File: config.mk
export PLATFORM = sky130hd
export DESIGN_NAME = rob_recovery_ctrl
export DESIGN_NICKNAME = d
export VERILOG_FILES = /design/src/rtl/rob_pkg.sv /design/src/rtl/rob_age_cmp.sv /design/src/rtl/rob_recovery_ctrl.sv
export SDC_FILE = /design/constraint.sdc
export NUM_CORES = 1
export LEC_CHECK = 0
export CAP_MARGIN = 15
export CORE_ASPECT_RATIO = 2
export CORE_MARGIN = 2
export CORE_UTILIZATION = 65
export CTS_CLUSTER_DIAMETER = 200
export DETAILED_ROUTE_END_ITERATION = 8
export DONT_BUFFER_PORTS = 1
export HOLD_SLACK_MARGIN = 0.03
export PLACE_DENSITY_LB_ADDON = 0.3
export SYNTH_ARGS = -nofsm -noshare
export SYNTH_HDL_FRONTEND = slang
export SYNTH_SLANG_ARGS = --single-unit
File: constraint.sdc
create_clock -name clk -period 5.2 [get_ports clk]
set_input_delay 1.04 -clock clk [delete_from_list [all_inputs] [get_ports clk]]
set_output_delay 1.04 -clock clk [all_outputs]
set_load 0.01 [all_outputs]
File: src/rtl/rob_pkg.sv
// Shared types and default sizing for the ROB recovery logic.
package rob_pkg;

    localparam int unsigned ROB_DEPTH      = 64;
    localparam int unsigned ROB_WALK_WIDTH = 2;
    localparam int unsigned ROB_ARCH_REGS  = 64;
    localparam int unsigned ROB_PHYS_REGS  = 128;

    localparam int unsigned IDX_W = $clog2(ROB_DEPTH);
    localparam int unsigned AR_W  = $clog2(ROB_ARCH_REGS);
    localparam int unsigned PR_W  = $clog2(ROB_PHYS_REGS);

    typedef enum logic [1:0] {
        IDLE = 2'd0,
        WALK = 2'd1,
        DONE = 2'd2
    } rec_state_e;

    // One ROB entry as seen by the recovery walk.
    typedef struct packed {
        logic            wen;
        logic [AR_W-1:0] arch;
        logic [PR_W-1:0] t;
        logic [PR_W-1:0] told;
    } walk_lane_t;

endpackage

File: src/rtl/rob_age_cmp.sv
// ROB age comparator: a is older than b when it sits closer to the head.
module rob_age_cmp
    import rob_pkg::*;
#(
    parameter int unsigned IDX_BITS = IDX_W
) (
    input  logic [IDX_BITS-1:0] head,
    input  logic [IDX_BITS-1:0] a,
    input  logic [IDX_BITS-1:0] b,
    output logic                a_older_than_b
);

    logic [IDX_BITS-1:0] age_a;
    logic [IDX_BITS-1:0] age_b;

    // Age is the modular distance from the head.
    always_comb begin
        age_a          = a - head;
        age_b          = b - head;
        a_older_than_b = (age_a < age_b);
    end

endmodule

File: src/rtl/rob_recovery_ctrl.sv
// Branch-mispredict recovery sequencer: walks squashed ROB entries
// youngest-first, restores map-table entries, returns freed PRFs and
// finally rewinds the ROB tail.
// Optional macro ROB_RECOVERY_PERF_EN adds saturating perf counters.
module rob_recovery_ctrl
    import rob_pkg::*;
#(
    parameter int unsigned DEPTH      = ROB_DEPTH,
    parameter int unsigned WALK_WIDTH = ROB_WALK_WIDTH,
    parameter int unsigned ARCH_REGS  = ROB_ARCH_REGS,
    parameter int unsigned PHYS_REGS  = ROB_PHYS_REGS,
    localparam int unsigned IDX_BITS  = $clog2(DEPTH),
    localparam int unsigned AR_BITS   = $clog2(ARCH_REGS),
    localparam int unsigned PR_BITS   = $clog2(PHYS_REGS)
) (
    input  logic                           clk,
    input  logic                           rst,
    input  logic                           flush_req_i,
    input  logic [IDX_BITS-1:0]            flush_rob_idx_i,
    input  logic [IDX_BITS-1:0]            rob_head_i,
    input  logic [IDX_BITS-1:0]            rob_tail_i,
    output logic [IDX_BITS*WALK_WIDTH-1:0] walk_rd_idx_o,
    output logic [WALK_WIDTH-1:0]          walk_rd_en_o,
    input  logic [WALK_WIDTH-1:0]          walk_rd_wen_i,
    input  logic [AR_BITS*WALK_WIDTH-1:0]  walk_rd_arch_i,
    input  logic [PR_BITS*WALK_WIDTH-1:0]  walk_new_prf_i,
    input  logic [PR_BITS*WALK_WIDTH-1:0]  walk_old_prf_i,
    output logic [WALK_WIDTH-1:0]          restore_valid_o,
    output logic [AR_BITS*WALK_WIDTH-1:0]  restore_arch_o,
    output logic [PR_BITS*WALK_WIDTH-1:0]  restore_prf_o,
    output logic [WALK_WIDTH-1:0]          free_valid_o,
    output logic [PR_BITS*WALK_WIDTH-1:0]  free_prf_o,
    output logic                           tail_set_o,
    output logic [IDX_BITS-1:0]            tail_set_idx_o,
    output logic                           disp_stall_o,
    output logic                           busy_o
`ifdef ROB_RECOVERY_PERF_EN
    ,
    output logic [31:0]                    perf_flush_cnt_o,
    output logic [31:0]                    perf_walk_cyc_o
`endif
);

    localparam logic [IDX_BITS-1:0] WW_IDX = IDX_BITS'(WALK_WIDTH);

    rec_state_e          state_q, state_d;
    logic [IDX_BITS-1:0] ptr_q, ptr_d;
    logic [IDX_BITS-1:0] target_q, target_d;
    logic [IDX_BITS-1:0] rem_q, rem_d;
    logic [IDX_BITS-1:0] step, ptr_after, rem_after, rem_init;
    logic                new_older;
    logic                retarget;

    rob_age_cmp #(
        .IDX_BITS(IDX_BITS)
    ) u_age_cmp (
        .head           (rob_head_i),
        .a              (flush_rob_idx_i),
        .b              (target_q),
        .a_older_than_b (new_older)
    );

    // Walk arithmetic shared by next-state and retarget logic.
    always_comb begin
        step      = (rem_q < WW_IDX) ? rem_q : WW_IDX;
        ptr_after = ptr_q - step;
        rem_after = rem_q - step;
        rem_init  = rob_tail_i - IDX_BITS'(1) - flush_rob_idx_i;
        retarget  = flush_req_i && (state_q != IDLE) && new_older;
    end

    // State and walk registers; async reset aborts any walk in flight.
    always_ff @(posedge clk or posedge rst) begin
        if (rst) begin
            state_q  <= IDLE;
            ptr_q    <= '0;
            target_q <= '0;
            rem_q    <= '0;
        end else begin
            state_q  <= state_d;
            ptr_q    <= ptr_d;
            target_q <= target_d;
            rem_q    <= rem_d;
        end
    end

    // Next-state: a retarget counts from the entry after this cycle's lanes
    // so nothing already undone is revisited.
    always_comb begin
        state_d  = state_q;
        ptr_d    = ptr_q;
        target_d = target_q;
        rem_d    = rem_q;
        case (state_q)
            IDLE: begin
                if (flush_req_i) begin
                    target_d = flush_rob_idx_i;
                    ptr_d    = rob_tail_i - IDX_BITS'(1);
                    rem_d    = rem_init;
                    state_d  = (rem_init == '0) ? DONE : WALK;
                end
            end
            WALK: begin
                ptr_d   = ptr_after;
                rem_d   = rem_after;
                state_d = (rem_after == '0) ? DONE : WALK;
                if (retarget) begin
                    target_d = flush_rob_idx_i;
                    rem_d    = ptr_after - flush_rob_idx_i;
                    state_d  = WALK;
                end
            end
            DONE: begin
                state_d = IDLE;
                if (retarget) begin
                    target_d = flush_rob_idx_i;
                    rem_d    = ptr_q - flush_rob_idx_i;
                    state_d  = WALK;
                end
            end
            default: state_d = IDLE;
        endcase
    end

    // Per-lane read, restore and free strobes; data is zeroed when not valid.
    always_comb begin
        walk_rd_idx_o   = '0;
        walk_rd_en_o    = '0;
        restore_valid_o = '0;
        restore_arch_o  = '0;
        restore_prf_o   = '0;
        free_valid_o    = '0;
        free_prf_o      = '0;
        for (int unsigned k = 0; k < WALK_WIDTH; k++) begin
            if ((state_q == WALK) && (rem_q > IDX_BITS'(k))) begin
                walk_rd_en_o[k]                       = 1'b1;
                walk_rd_idx_o[k*IDX_BITS +: IDX_BITS] = ptr_q - IDX_BITS'(k);
                if (walk_rd_wen_i[k]) begin
                    restore_valid_o[k]                  = 1'b1;
                    free_valid_o[k]                     = 1'b1;
                    restore_arch_o[k*AR_BITS +: AR_BITS] = walk_rd_arch_i[k*AR_BITS +: AR_BITS];
                    restore_prf_o[k*PR_BITS +: PR_BITS]  = walk_old_prf_i[k*PR_BITS +: PR_BITS];
                    free_prf_o[k*PR_BITS +: PR_BITS]     = walk_new_prf_i[k*PR_BITS +: PR_BITS];
                end
            end
        end
    end

    // Tail rewind fires only on the final DONE, never on one that retargets.
    always_comb begin
        tail_set_o     = (state_q == DONE) && !retarget;
        tail_set_idx_o = tail_set_o ? (target_q + IDX_BITS'(1)) : '0;
        busy_o         = (state_q != IDLE);
        disp_stall_o   = (state_q != IDLE);
    end

`ifdef ROB_RECOVERY_PERF_EN
    // Saturating counters: accepted idle flushes and non-idle cycles.
    always_ff @(posedge clk or posedge rst) begin
        if (rst) begin
            perf_flush_cnt_o <= '0;
            perf_walk_cyc_o  <= '0;
        end else begin
            if ((state_q == IDLE) && flush_req_i && (perf_flush_cnt_o != '1))
                perf_flush_cnt_o <= perf_flush_cnt_o + 32'd1;
            if ((state_q != IDLE) && (perf_walk_cyc_o != '1))
                perf_walk_cyc_o <= perf_walk_cyc_o + 32'd1;
        end
    end
`endif

endmodule

==> results <==
- The setup fix buffers added after clock tree synthesis is 0.
- The most used cell along the critical path is a21o_1.
- The distinct cell type count after synthesis is 65.
- Setup slack on the worst reg-to-reg path comes out at 1.33 ns.
- The global-route wire length before repair is 14200 microns.
- Global routing used 33.2% of the available tracks.
- The largest vdd supply drop is 0.000538 V.
- The final number of hold-violating endpoints was 0.
- The post-synthesis xor/xnor area fraction is 10.8%.
- Summing all multi-input logic gate instances after layout gives 2610 sq um.
- The slew at the pin with the worst max-slew slack is 0.917 ns.
- The die area is 5760 sq um.
- The shortest period the worst path allows is 4.61 ns.
- The synthesized design contains 20 register bits.
- The final sum of negative setup slack is 0 ns.
- STA classifies the critical path startpoint as a primary input.
- Yosys printed 0 warnings.
- Setup repair after global routing left no endpoint under its margin.
- The leakage power is 1.67 nW.
- The average wire per standard cell is 20.4 microns.
- The post-route fraction of the period consumed by the critical path is 88.7%.
- The die is 54.7 microns wide.
- The count of buffering cells on the critical path with inverters included is 2.
- Once the floorplan was initialized, standard cells occupied 67.9% of the core.
- Data on the critical path is required at its endpoint by 4.16 ns.
- The total power per unit cell area is 726 nW/um^2.
- Between clock sinks in the finished design, the worst skew comes to 0.00610 ns.
- The initial antenna violation count is 0.
- The upper clock frequency limit is 0.217 GHz.
- The maximum number of buffers from clock root to sink is 2.
- Leaving out fill and tap cells, the most frequent cells in the layout are ha_1 (44), nor2_1 (39), inv_1 (34).
- The kind of cell with the highest combined delay along the critical path is compound AO/OA/AOI/OAI gates.
- The maximum level of the CTS H-tree is 1.
- The slowest cell on the critical path is a2111oi_4.
- The routability congestion estimate is 0.940.
- Detailed placement finished with a half-perimeter wire length of 7570 microns.
- Relative to the synthesized area, the layout overhead comes to 1.50%.
- The detailed router's first-iteration violation count is 79.
- The synthesized netlist devotes 20.1% of its cell area to adder and majority cells.
- Port buffering added 0 buffers.
- The share of synthesized area in the top cell type comes to 16.5%.
- Setup violations remaining at the end of the flow were counted as 0.
- In this run the clock root is driven by a clkbuf_8.
- The via total after detailed routing is 2956.
- The number of cells on the worst reg-to-reg path is 14.
- The critical path's largest stage delay is 0.32 ns.
- The terminus of the critical flop-to-flop path is rem_q[4].
- The library cell used most frequently in the layout, excluding fill and tap cells, is ha_1.
- Summing the areas of all and, or, nand and nor instances in the mapped netlist gives 22.1% of the synthesized area.
- The residual antenna-violating net count after detailed routing is 0.
- The kind of end point of the critical path is an output pin.
- After layout, the design draws a total of 0.00246 W.
- The TritonCTS clock tree is yes.
- The worst hold path passes through 2 cells.
- Summing every instance area after synthesis gives 3340 sq um.
- The arrival time at the worst endpoint is 3.57 ns.
- The type of the worst setup path is in2out.
- The number of pins exceeding their max-slew limit in the final report is 0.
- The row count is 36.
- After detailed routing, the number of remaining DRC violations is 0.
- After global routing the overflow that remains totals 0.
- The post-route netlist has 8.42% of its cells at a drive strength greater than 1.
- The clock sink total is 20.
- The number of antenna diodes in the final layout is 0.
- For this run, asynchronously set or reset flops after synthesis account for 100%.
- For this run, the detailed router's first-pass iteration total came to 5.
- For this run, the leading register cell type out of synthesis is dfrtp_1.
- Traced cell by cell, the critical path runs through inv_1, ha_1, a21o_1, a21o_1, a21o_1, a21oi_1, xnor2_1, ha_1, o21a_1, a2111oi_4, or2b_4, inv_1, and2_1.
- Summing the areas of all compound-gate instances in the mapped netlist gives 19.3% of the synthesized area.
- The sequential share of the synthesized area is 15.0%.
- Registers take 500 sq um.
- 130 I/O pins were placed.
- Averaged over all synthesized cells, the footprint is 8.36 sq um.
- The worst hold endpoint is rem_q[0].
- After detailed routing, the number of vias per cell comes to 6.58.
- For this design, the CTS-stage hold fixing added 0 buffers.
- The class of the tightest hold or removal check is reg2reg.
- Of all nets on the critical path, the largest fanout is 7.
- The launching point of the worst reg2reg path is rem_q[2].
- The pin count of the biggest net entering global routing is 29.
- The area of the core is 4910 sq um.
- Multiplexer cells account for 5.25% of the synthesized area.
- Buffers inserted during clock tree synthesis total 3.
- Of all cell types, the one taking the most synthesized area is ha_1.
- Synthesis handed over a netlist of 399 instances.
- The via count of the first global-routing pass was 3023.
- Max-cap violations in this run came to 0.
- The hold path startpoint is rem_q[0].
- The number of filler cells placed in the layout is 425.
- The final layout contains routed wiring with a total length of 9160 microns.
- At the later pin of the worst-skew pair, clock insertion delay measures 0.27 ns.
- The count of flip-flops with a built-in enable after synthesis is 0.
- After synthesis, the cell types taking the most area are ha_1 (17%), dfrtp_1 (15%), xnor2_1 (5.3%).
- Once the clock tree was built, the resizer swapped 0 gates to a different size.
- The final net count is 506.
- The die is 105 microns tall.
- The clock transition at the registers of the reported paths is 0.08 ns.
- By area, the combinational part of the netlist is dominated by simple AND/OR/NAND/NOR gates.
- The flow ran to the end, and the final reports show no timing, DRC or antenna violations.
- The headroom to the max-slew limit is 38.9%.
metrics by stage:
stage	util [%]	area [sq um]	std cells	setup WS, ns	hold slack (ns)
6_report	69.0	3390	449	0.586	0.516
5_1_grt	69.0	3390	449	0.362	0.551
4_1_cts	69.0	3390	449	0.591	0.524
3_5_place_dp	67.8	3330	445	0.598	0.505
3_3_place_gp	67.8	3330	445	0.697	0.509
2_1_floorplan	-	3350	403	0.729	0.475
worst reg2reg max path, cell delays in order, from the launching register on:
cell and delay (ns):
dfrtp_1 0.45, or3_1 0.42, or3_1 0.44, nor2_1 0.13, ha_1 0.18, inv_1 0.06
fa_1 0.51, fa_1 0.47, a21o_1 0.20, a21oi_1 0.16, xor2_1 0.09, nand2_1 0.07
o211ai_1 0.08, a211oi_1 0.38, a21o_1 0.14
routing by layer:
metal / wire, microns / vias up / track usage (%)
li1: - / 1359 / -
met1: 2930 / 1387 / 30.2
met2: 5010 / 159 / 56.4
met3: 591 / 51 / 10.9
met4: 627 / 0 / 23.6
met5: 0 / - / 0
synth_stat cells (5+ instances only):
cell and n:
clkbuf_1 6, mux2_1 6, o21ai_0 10, a21oi_1 19, buf_4 5, xor2_1 16
dfrtp_1 20, a21o_1 18, ha_1 44, xnor2_1 20, inv_1 34, nand2_1 18
nor3_1 8, nor2_1 39, fa_1 6, mux2i_1 7, and3_1 21, and2_1 27
logic make-up after synthesis:
group / count (synthesis)
AOI/OAI and AO/OA: 86
buffers and inverters: 53
DFF: 20
and+or+nand+nor: 136
muxes: 15
other: 1
adders and majority gates: 50
xor gates and xnor gates: 38
layout make-up:
type                            count  share of cell area, %
Inverter                           35                   3.88
Multi-Input combinational cell    330                   76.9
Clock buffer                        4                   1.63
Tap cell                           57                   2.11
Sequential cell                    20                   14.8
Timing Repair Buffer                3                  0.665
worst max path at each step:
stage / end / slack, ns / from / depth (start not counted)
2_1_floorplan: tail_set_idx_o[1] / 0.73 / rob_head_i[1] / 13
3_3_place_gp: tail_set_idx_o[1] / 0.70 / rob_head_i[1] / 13
3_5_place_dp: tail_set_idx_o[1] / 0.60 / rob_head_i[1] / 13
4_1_cts: tail_set_idx_o[1] / 0.59 / rob_head_i[1] / 13
5_1_grt: tail_set_idx_o[1] / 0.36 / flush_rob_idx_i[0] / 14
6_report: tail_set_idx_o[1] / 0.59 / rob_head_i[1] / 13
state kept, by name, indices dropped and copies added, names as in the netlist:
name,flops
state_q,2
target_q,6
rem_q,6
ptr_q,6
power by group:
group	switching [W]	internal [W]	leakage, nW
registers	0.000127	0.000239	0.238
logic	0.00114	0.000826	1.41
clock network	0.0000614	0.0000677	0.0288
Power figures use the tool's default switching activity.
